===== config.mk =====
export PLATFORM = sky130hd
export DESIGN_NAME = cas_player_flat
export DESIGN_NICKNAME = d
export VERILOG_FILES = /design/src/rtl/cas_pkg.sv /design/src/rtl/cas_player_if.sv /design/src/rtl/cas_bit_gen.sv /design/src/rtl/cas_player.sv /design/src/flat_wrapper.sv
export SDC_FILE = /design/constraint.sdc
export NUM_CORES = 1
export LEC_CHECK = 0
export ABC_CLOCK_PERIOD_IN_PS = 9000
export BUFFER_PORTS_ARGS = -buffer_cell sky130_fd_sc_hd__buf_2
export CORE_AREA = 2 2 154 156
export CTS_CLUSTER_SIZE = 12
export DETAILED_ROUTE_END_ITERATION = 10
export DIE_AREA = 0 0 156 158
export SLEW_MARGIN = 20
export SYNTH_ARGS = -nofsm -noshare
export SYNTH_HDL_FRONTEND = slang
export SYNTH_HIERARCHICAL = 1
export SYNTH_SLANG_ARGS = --single-unit

===== constraint.sdc =====
create_clock -name clk -period 9 [get_ports clk]
set_clock_uncertainty 0.1 [all_clocks]
set_input_delay 0.9 -clock clk [delete_from_list [all_inputs] [get_ports clk]]
set_output_delay 0.9 -clock clk [all_outputs]
set_load 0.02 [all_outputs]

===== src/rtl/cas_pkg.sv =====
// Shared definitions for the virtual cassette deck: player states and default
// FSK timing constants for a 42.954 MHz system clock.
package cas_pkg;

  typedef enum logic [2:0] {
    IDLE,
    SPIN,
    FETCH,
    WAIT,
    BITHI,
    BITLO,
    EOT
  } cas_state_e;

  localparam int DEF_HALF0  = 17898;
  localparam int DEF_HALF1  = 8949;
  localparam int DEF_SPINUP = 21477273;

  localparam logic [11:0] AUDIO_HI = 12'h400;

endpackage


===== src/rtl/cas_player_if.sv =====
// Tape image read port: the player requests one byte at a time and holds the
// request until the buffer acknowledges with the data.
interface cas_player_if #(parameter int AW = 24);
  logic          rd_req;
  logic [AW-1:0] rd_addr;
  logic [7:0]    rd_data;
  logic          rd_ack;

  modport master (output rd_req, rd_addr, input rd_data, rd_ack);
  modport slave  (input rd_req, rd_addr, output rd_data, rd_ack);
endinterface


===== src/rtl/cas_bit_gen.sv =====
// Half-period down-counter and output level for one FSK bit (high half then
// low half), also reused as the silent motor spin-up timer.
module cas_bit_gen
  import cas_pkg::*;
#(
  parameter int HALF0  = DEF_HALF0,
  parameter int HALF1  = DEF_HALF1,
  parameter int SPINUP = DEF_SPINUP
) (
  input  logic clk,
  input  logic reset,
  input  logic start,
  input  logic spin,
  input  logic bit_val,
  input  logic hold,
  input  logic clear,
  output logic level,
  output logic done,
  output logic busy
);

  localparam int MAXC = (SPINUP > HALF0) ? ((SPINUP > HALF1) ? SPINUP : HALF1)
                                         : ((HALF0 > HALF1) ? HALF0 : HALF1);
  localparam int CW   = (MAXC > 1) ? $clog2(MAXC) : 1;

  logic [CW-1:0] cnt_q, cnt_d;
  logic          hi_q, hi_d;
  logic          bit_q, bit_d;
  logic          busy_q, busy_d;

  function automatic logic [CW-1:0] half_load(input logic b);
    return b ? CW'(HALF1 - 1) : CW'(HALF0 - 1);
  endfunction

  // done marks the last cycle of a half (or of the spin-up); hold freezes it.
  assign done  = busy_q && (cnt_q == '0) && !hold;
  assign level = hi_q;
  assign busy  = busy_q;

  always_comb begin
    cnt_d  = cnt_q;
    hi_d   = hi_q;
    bit_d  = bit_q;
    busy_d = busy_q;
    if (clear) begin
      busy_d = 1'b0;
      hi_d   = 1'b0;
      cnt_d  = '0;
    end else if (start) begin
      busy_d = 1'b1;
      bit_d  = bit_val;
      if (spin) begin
        hi_d  = 1'b0;
        cnt_d = CW'(SPINUP - 1);
      end else begin
        hi_d  = 1'b1;
        cnt_d = half_load(bit_val);
      end
    end else if (busy_q && !hold) begin
      if (cnt_q != '0) begin
        cnt_d = cnt_q - 1'b1;
      end else if (hi_q) begin
        hi_d  = 1'b0;
        cnt_d = half_load(bit_q);
      end else begin
        busy_d = 1'b0;
      end
    end
  end

  always_ff @(posedge clk) begin
    if (!reset) begin
      cnt_q  <= '0;
      hi_q   <= 1'b0;
      bit_q  <= 1'b0;
      busy_q <= 1'b0;
    end else begin
      cnt_q  <= cnt_d;
      hi_q   <= hi_d;
      bit_q  <= bit_d;
      busy_q <= busy_d;
    end
  end

endmodule


===== src/rtl/cas_player.sv =====
// Cassette player top: fetches image bytes, shifts them out LSB first as
// CoCo/Dragon FSK on casdout, gated by the motor relay.
module cas_player
  import cas_pkg::*;
#(
  parameter int HALF0  = DEF_HALF0,
  parameter int HALF1  = DEF_HALF1,
  parameter int SPINUP = DEF_SPINUP,
  parameter int AW     = 24
) (
  input  logic          clk,
  input  logic          reset,
  input  logic          motor,
  input  logic          rewind,
  input  logic [AW-1:0] file_size,
  cas_player_if.master  rd,
  output logic          casdout,
  output logic [11:0]   audio,
  output logic          playing,
  output logic          eot,
  output logic [AW-1:0] position
);

  cas_state_e    state_q, state_d;
  logic          rd_req_q, rd_req_d;
  logic [AW-1:0] pos_q, pos_d;
  logic [AW-1:0] size_q, size_d;
  logic [7:0]    shreg_q, shreg_d;
  logic [2:0]    bitcnt_q, bitcnt_d;

  logic gen_start, gen_spin, gen_bit, gen_hold, gen_clear;
  logic gen_level, gen_done, gen_busy;

  cas_bit_gen #(.HALF0(HALF0), .HALF1(HALF1), .SPINUP(SPINUP)) u_bit_gen (
    .clk     (clk),
    .reset   (reset),
    .start   (gen_start),
    .spin    (gen_spin),
    .bit_val (gen_bit),
    .hold    (gen_hold),
    .clear   (gen_clear),
    .level   (gen_level),
    .done    (gen_done),
    .busy    (gen_busy)
  );

  assign rd.rd_req  = rd_req_q;
  assign rd.rd_addr = pos_q;
  assign casdout    = gen_level;
  assign audio      = gen_level ? AUDIO_HI : 12'h000;
  assign eot        = (state_q == EOT);
  assign playing    = (state_q == SPIN) || (state_q == FETCH) || (state_q == WAIT) ||
                      (state_q == BITHI) || (state_q == BITLO);
  assign position   = pos_q;

  always_comb begin
    state_d   = state_q;
    rd_req_d  = rd_req_q;
    pos_d     = pos_q;
    size_d    = size_q;
    shreg_d   = shreg_q;
    bitcnt_d  = bitcnt_q;
    gen_start = 1'b0;
    gen_spin  = 1'b0;
    gen_bit   = shreg_q[0];
    gen_clear = 1'b0;
    gen_hold  = ((state_q == BITHI) || (state_q == BITLO)) && !motor;

    if (rewind) begin
      state_d   = IDLE;
      pos_d     = '0;
      rd_req_d  = 1'b0;
      size_d    = file_size;
      gen_clear = 1'b1;
    end else begin
      unique case (state_q)
        IDLE: begin
          if (motor) begin
            if (pos_q < size_q) begin
              state_d   = SPIN;
              gen_start = 1'b1;
              gen_spin  = 1'b1;
            end else begin
              state_d = EOT;
            end
          end
        end
        SPIN: begin
          if (!motor) begin
            state_d   = IDLE;
            gen_clear = 1'b1;
          end else if (gen_done) begin
            state_d = FETCH;
          end
        end
        FETCH: begin
          rd_req_d = 1'b1;
          state_d  = WAIT;
        end
        WAIT: begin
          if (rd.rd_ack) begin
            rd_req_d  = 1'b0;
            shreg_d   = rd.rd_data;
            bitcnt_d  = '0;
            pos_d     = pos_q + 1'b1;
            state_d   = BITHI;
            gen_bit   = rd.rd_data[0];
            gen_start = motor;
          end
        end
        BITHI: begin
          // An ack taken with the motor off leaves the bit unstarted until motor-on.
          if (!gen_busy) begin
            gen_start = motor;
          end else if (gen_done) begin
            state_d = BITLO;
          end
        end
        BITLO: begin
          if (gen_done) begin
            shreg_d  = shreg_q >> 1;
            bitcnt_d = bitcnt_q + 1'b1;
            if (bitcnt_q == 3'd7) begin
              state_d = (pos_q < size_q) ? FETCH : EOT;
            end else begin
              state_d   = BITHI;
              gen_start = 1'b1;
              gen_bit   = shreg_q[1];
            end
          end
        end
        EOT: begin
        end
        default: state_d = IDLE;
      endcase
    end
  end

  always_ff @(posedge clk) begin
    if (!reset) begin
      state_q  <= IDLE;
      rd_req_q <= 1'b0;
      pos_q    <= '0;
      size_q   <= file_size;
      shreg_q  <= '0;
      bitcnt_q <= '0;
    end else begin
      state_q  <= state_d;
      rd_req_q <= rd_req_d;
      pos_q    <= pos_d;
      size_q   <= size_d;
      shreg_q  <= shreg_d;
      bitcnt_q <= bitcnt_d;
    end
  end

endmodule


===== src/flat_wrapper.sv =====
// flat-port wrapper written by rule: the top's interface ports become plain ports
module cas_player_flat import cas_pkg::*;
#(
  parameter int HALF0  = DEF_HALF0,
  parameter int HALF1  = DEF_HALF1,
  parameter int SPINUP = DEF_SPINUP,
  parameter int AW     = 24
)
  (clk, reset, motor, rewind, file_size, casdout, audio, playing, eot, position, rd_rd_req, rd_rd_addr, rd_rd_data, rd_rd_ack);
  cas_player_if #(.AW(AW)) rd_i ();
  input  logic clk;
  input  logic reset;
  input  logic motor;
  input  logic rewind;
  input  logic [AW-1:0] file_size;
  output logic casdout;
  output logic [11:0] audio;
  output logic playing;
  output logic eot;
  output logic [AW-1:0] position;
  output wire logic [$bits(rd_i.rd_req)-1:0] rd_rd_req;
  output wire logic [$bits(rd_i.rd_addr)-1:0] rd_rd_addr;
  input wire logic [$bits(rd_i.rd_data)-1:0] rd_rd_data;
  input wire logic [$bits(rd_i.rd_ack)-1:0] rd_rd_ack;
  assign rd_rd_req = rd_i.rd_req;
  assign rd_rd_addr = rd_i.rd_addr;
  assign rd_i.rd_data = rd_rd_data;
  assign rd_i.rd_ack = rd_rd_ack;
  cas_player #(.HALF0(HALF0), .HALF1(HALF1), .SPINUP(SPINUP), .AW(AW)) u_core (.clk(clk), .reset(reset), .motor(motor), .rewind(rewind), .file_size(file_size), .rd(rd_i), .casdout(casdout), .audio(audio), .playing(playing), .eot(eot), .position(position));
endmodule

* After elaboration in Yosys (flattened, before gate mapping)
Cells that the tools add are included.
** Operators by class
- Add/sub/neg operators :: 3
- Magnitude comparators :: 1
- Eq/ne operators :: 16
- Muxes and demuxes :: 55
- Bitwise gates (word level) :: 4
- Reduce and logical (&&, ||, !) cells :: 28
** Operator list (number)
- $mux W25 :: 5
- $mux W24 :: 2
- $mux W3 :: 12
- $mux W15 :: 2
- $logic_not A25 Y1 :: 1
- $mux W1 :: 25
- $reduce_bool A25 Y1 :: 1
- $sub A25 B1 Y25 const B :: 1
- $add A24 B1 Y24 const B :: 1
- $lt A24 B24 Y1 :: 1
- $pmux W3 S7 :: 1
- $mux W8 :: 2
- $pmux W8 S2 :: 1
- $eq A3 B3 Y1 const B :: 4
- $mux W11 :: 1
- $ne A2 B1 Y1 const B :: 5
- $reduce_and A2 Y1 :: 5
- $reduce_and A7 Y1 :: 1
- $eq A3 B2 Y1 const B :: 2
- $ne A2 B2 Y1 const B :: 3
- $pmux W3 S2 :: 1
- $reduce_bool A2 Y1 :: 3
- $logic_or A1 B1 Y1 :: 5
- $logic_and A1 B1 Y1 :: 4
- other kinds (12) :: 18
** Word-level totals
- Register bits :: 91
- Input bits :: 37
- Word-level logic and storage cells :: 117

* Logic depth before layout (Yosys ltp)
- Word-level depth :: 11
- Gate-level depth with buffers :: 18

* Hierarchy
The synthesis kept the hierarchy.
** Modules (own cells, without submodules)
- cas_player :: times used 1, cells each 396, area an instance 3646.0 um2
- cas_bit_gen :: times used 1, cells each 232, area an instance 1781.7 um2

* Least setup slack after synthesis
Ideal clock, no wire load.
- Path kind :: flip-flop to flip-flop
- From :: register u_core.u_bit_gen.cnt_q[0]
- To :: register u_core.u_bit_gen.cnt_q[8]
- Library setup time :: 0.117 ns
- Data arrival time :: 3.993 ns
- Required time :: 8.783 ns
- Path slack :: 4.789 ns
- Stages on the path, launching flop included :: 18
- Buffers on the path :: 2
- Period minus slack after synthesis :: 4.211 ns
- Cell sequence :: dfxtp_1 inv_1 ha_1 or4b_1 buf_2 or4_4 buf_6 nor4_1 nor2b_1 mux2i_1 o21ai_1 nand2_1 o221a_2 o21ai_1 inv_1 or3_1 and3_1 a32o_1
** Between the ends
- Longest elaborated chain between the ends :: 9
- Elaborated cells between the ends (all ways) :: 19
- Classes of those cells :: add/sub (1); mux (11); reduce/logical (7)
** Ends and longest elaborated chain
- from (decl) :: RTL line cas_bit_gen.sv:26 : logic [CW-1:0] cnt_q, cnt_d;
- from (signal assigned) :: RTL line cas_bit_gen.sv:78 : cnt_q <= cnt_d;
- $logic_not A25 Y1 :: RTL line cas_bit_gen.sv:36 : assign done = busy_q && (cnt_q == '0) && !hold;
- $logic_and A1 B1 Y1 (2 in a row) :: RTL line cas_bit_gen.sv:36
- net u_core.gen_done :: RTL line cas_player.sv:32 : logic gen_level, gen_done, gen_busy;
- $mux W1 :: RTL line cas_player.sv:120 : if (gen_done) begin
- $pmux W1 S2 :: RTL line cas_player.sv:76 : unique case (state_q)
- $mux W1 :: RTL line cas_player.sv:69 : if (rewind) begin
- net u_core.gen_bit :: RTL line cas_player.sv:31 : logic gen_start, gen_spin, gen_bit, gen_hold, gen_clear;
- $mux W15 :: RTL line cas_bit_gen.sv:32 : return b ? CW'(HALF1 - 1) : CW'(HALF0 - 1);
- $mux W25 :: RTL line cas_bit_gen.sv:52 : if (spin) begin
- $mux W25 :: RTL line cas_bit_gen.sv:49 : end else if (start) begin
The timed path passes the listed nets, and every way through them passes these cells. The select of a mux whose other input is x is not followed.
A chain may end at the register's enable or synchronous reset.

* Worst setup path in the final report
- From :: register u_core.u_bit_gen.cnt_q[0]
- To :: register u_core.u_bit_gen.cnt_q[2]
** Between the ends
- Elaborated cells between the ends (all ways) :: 19
- Classes of those cells :: add/sub (1); mux (11); reduce/logical (7)
** RTL lines (RTL line)
- $logic_not A25 Y1 (*) :: cas_bit_gen.sv:36
- $logic_and A1 B1 Y1 (*) (2 in a row) :: cas_bit_gen.sv:36
- net u_core.gen_done :: cas_player.sv:32
- $mux W1 (*) :: cas_player.sv:120
- $pmux W1 S4 (*) :: cas_player.sv:76
- $mux W1 (*) :: cas_player.sv:69
- net u_core.gen_start :: cas_player.sv:31
- $reduce_bool A3 Y1 (no source line) or $reduce_bool A2 Y1 (tied branches)
- $reduce_and A2 Y1 (no source line)
The timed path passes the listed nets; every way through them passes the cells marked *. The select of a mux whose other input is x is not followed.

==> results by group <==
Run status
  • Status: finished, final reports clean

Timing
  • Slew @ Worst Pin: 1.02 ns
  • Crit path time final: 5.92 ns
  • Slew headroom: 32.2%
  • Hold Fails Final Rpt: 0
  • Fmax: 0.169 GHz
  • Final setup fails: 0
  • Final period util: 65.7%
  • RSZ-0062 raised after global routing: false
  • Slew Viols, Final: 0
  • Setup TNS: 0 ns

Power
  • Logic pwr share: 21.5%
  • Sw frac: 32.1%
  • Part of the power in registers: 41.7%
  • P_leak: 0.00262 uW
  • Switching pwr: 345 uW
  • P per Cell Area: 174 nW/um^2
  • Worst vdd ir: 0.102 mV
  • Pint: 732 uW
  • Clock group share of total power: 36.8%

Clock tree
  • Clk sinks: 91
  • # Post-CTS Setup Buffers: 0
  • CTS tree: done
  • H-tree depth: 3
  • Post-CTS Resized: 0
  • Worst-path clk slew: 0.07 ns
  • # hold bufs at CTS: 0
  • Num CTS Buffers: 9
  • Clock Tree Buf Depth: 2
  • Clk root buf: clkbuf_16
  • Clk_lat worst skew: 0.35 ns

Critical path
  • Crit path kind: reg -> reg
  • Critical Path, Cell by Cell: inv_1, ha_1, or4b_1, or4_4, nor4_1, nor2b_1, a22oi_1, nor3_1, a21o_1, inv_1, nand2_1, o41a_1, o21ai_0, a32o_1
  • Reg2reg start: u_core/u_bit_gen/cnt_q[0]
  • Worst EP required: 9.15 ns
  • Slowest CP cell: nor4_1
  • Most used cell, CP: inv_1
  • Critical Path AT: 6.06 ns
  • Cell count of the worst reg-to-reg path: 14
  • CP startpoint: u_core/u_bit_gen/cnt_q[0]
  • Slowest Stage Delay on Critical Path: 0.83 ns
  • Critical Path Fanout Max: 22
  • CP startpoint kind: flop
  • CP Capture Type: flop

Drt
  • Antenna-violating nets left: 0
  • Avg WL per Cell: 14.4 um
  • Drt drc: 0
  • Drt total wl: 14000 um
  • DRT Pass-1 Iters: 7
  • Vias per inst: 4.86
  • Initial drt markers: 292
  • Via count: 4723

Place
  • Post-detail-place hpwl: 10100 um
  • PortBufs: 89
  • DP Cell Count: 956
  • Gpl congestion: 0.814

Logic synthesis
  • Main synth FF type: dfxtp_1
  • Mean Syn Cell Area: 8.64 um^2
  • Synth Cell Area: 5430 um^2
  • Seq/Total Area, Yosys: 38.0%
  • #FFs+latches synth: 91
  • Post-synth cell types: 70
  • Number of synthesized flops with an enable pin: 24
  • Post-synth ARST share: 0%
  • Yosys warns: 6
  • Post-Synthesis Cells: 628

Global routing
  • First-pass GRT wire length: 22700 um
  • Initial antenna violation count: 0
  • GR Util met1: 15.4%
  • Grt total ovfl: 0
  • GRT Total Usage: 11.5%
  • Vias in the first global route: 4303
  • M3 GR Usage: 2.74%
  • Met2 Usage GRT: 18.4%
  • GRT busiest layer: met2
  • Largest net degree at the start of global routing: 53

Final layout
  • Synth-to-layout area growth: 14.0%
  • Non-Filler Instances: 972
  • Fin util: 26.8%
  • Nets: 741
  • Diode count: 0
  • Commonest non-fill, non-tap cells in the layout: buf_2 (89), dfxtp_1 (67), nor2_1 (61)
  • Commonest non-fill, non-tap cell in the layout: buf_2
  • Share of post-route cells with drive strength above 1: 17.7%

Floorplanning
  • Core area: 23100 um^2
  • Initial core utilization: 23.5%
  • Die Height: 158 um
  • # rows: 56
  • IO Count: 101
  • Full die area: 24600 um^2
  • Die Width: 156 um

Min path
  • WHS Path Cells: 2
  • Hold WC Path Type: reg -> reg
  • Hold path startpoint: u_core/shreg_q[3]

Job
  • MaxCap Viol Count: 0
## synth_stat cells (3+ instances only)
cell type   n  area [um^2]
dfxtp_1    67         1340
nor2_1     61          229
nand2_1    54          203
buf_4      37          278
a21oi_1    36          180
inv_1      34          128
ha_1       27          338
nand3_1    26          130
edfxtp_1   24          721
o21ai_0    22          110
nor3_1     17         85.1
clkbuf_1   12         45.0
nor4_1     12         75.1
a31oi_1    11         68.8
nand4_1    11         68.8
xnor2_1    11         96.3
and3_1     10         62.6
xor2_1     10         87.6
nor2b_1     9         56.3
o31ai_1     9         67.6
nand2b_1    8         50.1
o21ai_1     8         40.0
a311oi_1    7         61.3
buf_2       7         35.0
mux2i_1     7         70.1
or3_1       7         43.8
o211ai_1    6         45.0
or4_1       6         45.0
a22oi_1     4         30.0
buf_6       4         45.0
a211oi_1    3         22.5
a21o_1      3         22.5
and2_1      3         18.8
and4_1      3         26.3
## per-layer routing
| layer | up-vias | part of all wire (%) |
|---|---|---|
| li1 | 2350 | - |
| met1 | 2234 | 48 |
| met2 | 126 | 46 |
| met3 | 13 | 4.8 |
| met4 | 0 | 1.1 |
| met5 | - | 0 |
## logic make-up (layout without fill, tap and decap cells)
| kind of cell | count (synthesis) | in the layout | synth area share [%] |
|---|---|---|---|
| buf+inv | 98 | 142 | 10.1 |
| other cells | 1 | 11 | 0.0691 |
| xor+xnor | 21 | 21 | 3.39 |
| mux | 7 | 7 | 1.29 |
| compound gates | 139 | 139 | 17.2 |
| flops | 91 | 91 | 38.0 |
| fa+ha+maj | 27 | 27 | 6.22 |
| simple gates | 244 | 244 | 23.8 |
## through the flow
step	hold slack, ns	cell area, um^2	setup slack (ns)	total power (uW)
5_1_grt	0.398	6190	2.63	1130
3_3_place_gp	0.359	5880	3.48	682
4_1_cts	0.368	6180	3.24	1090
6_report	0.371	6190	3.08	1080
2_1_floorplan	0.350	5470	4.79	630
3_5_place_dp	0.366	5880	3.26	684
## registers in the layout, summed over array words and instances (netlist names)
signal,flops
u_core/bitcnt_q,3
u_core/position,24
u_core/rd.rd_req,1
u_core/shreg_q,8
u_core/size_q,24
u_core/state_q,3
u_core/u_bit_gen/bit_q,1
u_core/u_bit_gen/busy,1
u_core/u_bit_gen/cnt_q,25
u_core/u_bit_gen/level,1
## critical path, delay by kind of cell, from the launching register on
kind | cells | cell delay, ns
and+or+nand+nor | 6 | 2.87
buffers and inverters | 2 | 0.53
DFF | 1 | 0.34
AOI/OAI and AO/OA | 5 | 1.73
adders and majority gates | 1 | 0.23
## power by group through the flow
stage / Sequential (uW) / Combinational [uW] / Clock (uW)
after global placement: 458 / 225 / 0
final: 449 / 232 / 396
after detailed placement: 458 / 226 / 0
after CTS: 449 / 227 / 410
after floorplan: 453 / 177 / 0
after global routing: 451 / 256 / 424
## final cells by class
class | instances | area [um^2]
fillers | 2490 | 16900
repair buffers | 90 | 453
multi-input cells | 449 | 2870
inverters | 36 | 135
clock inverters | 7 | 80.1
flip-flops and latches | 91 | 2060
clock buffers | 9 | 225
well taps | 290 | 363
## path summary, 6_finish.rpt
check                           slack [ns]                         to
worst min-delay path                  0.37          u_core/shreg_q[2]
worst min register to register        0.37          u_core/shreg_q[2]
worst max register to register        3.08  u_core/u_bit_gen/cnt_q[2]
worst max-delay path                  3.08  u_core/u_bit_gen/cnt_q[2]
(Power assumes the default switching activity.)
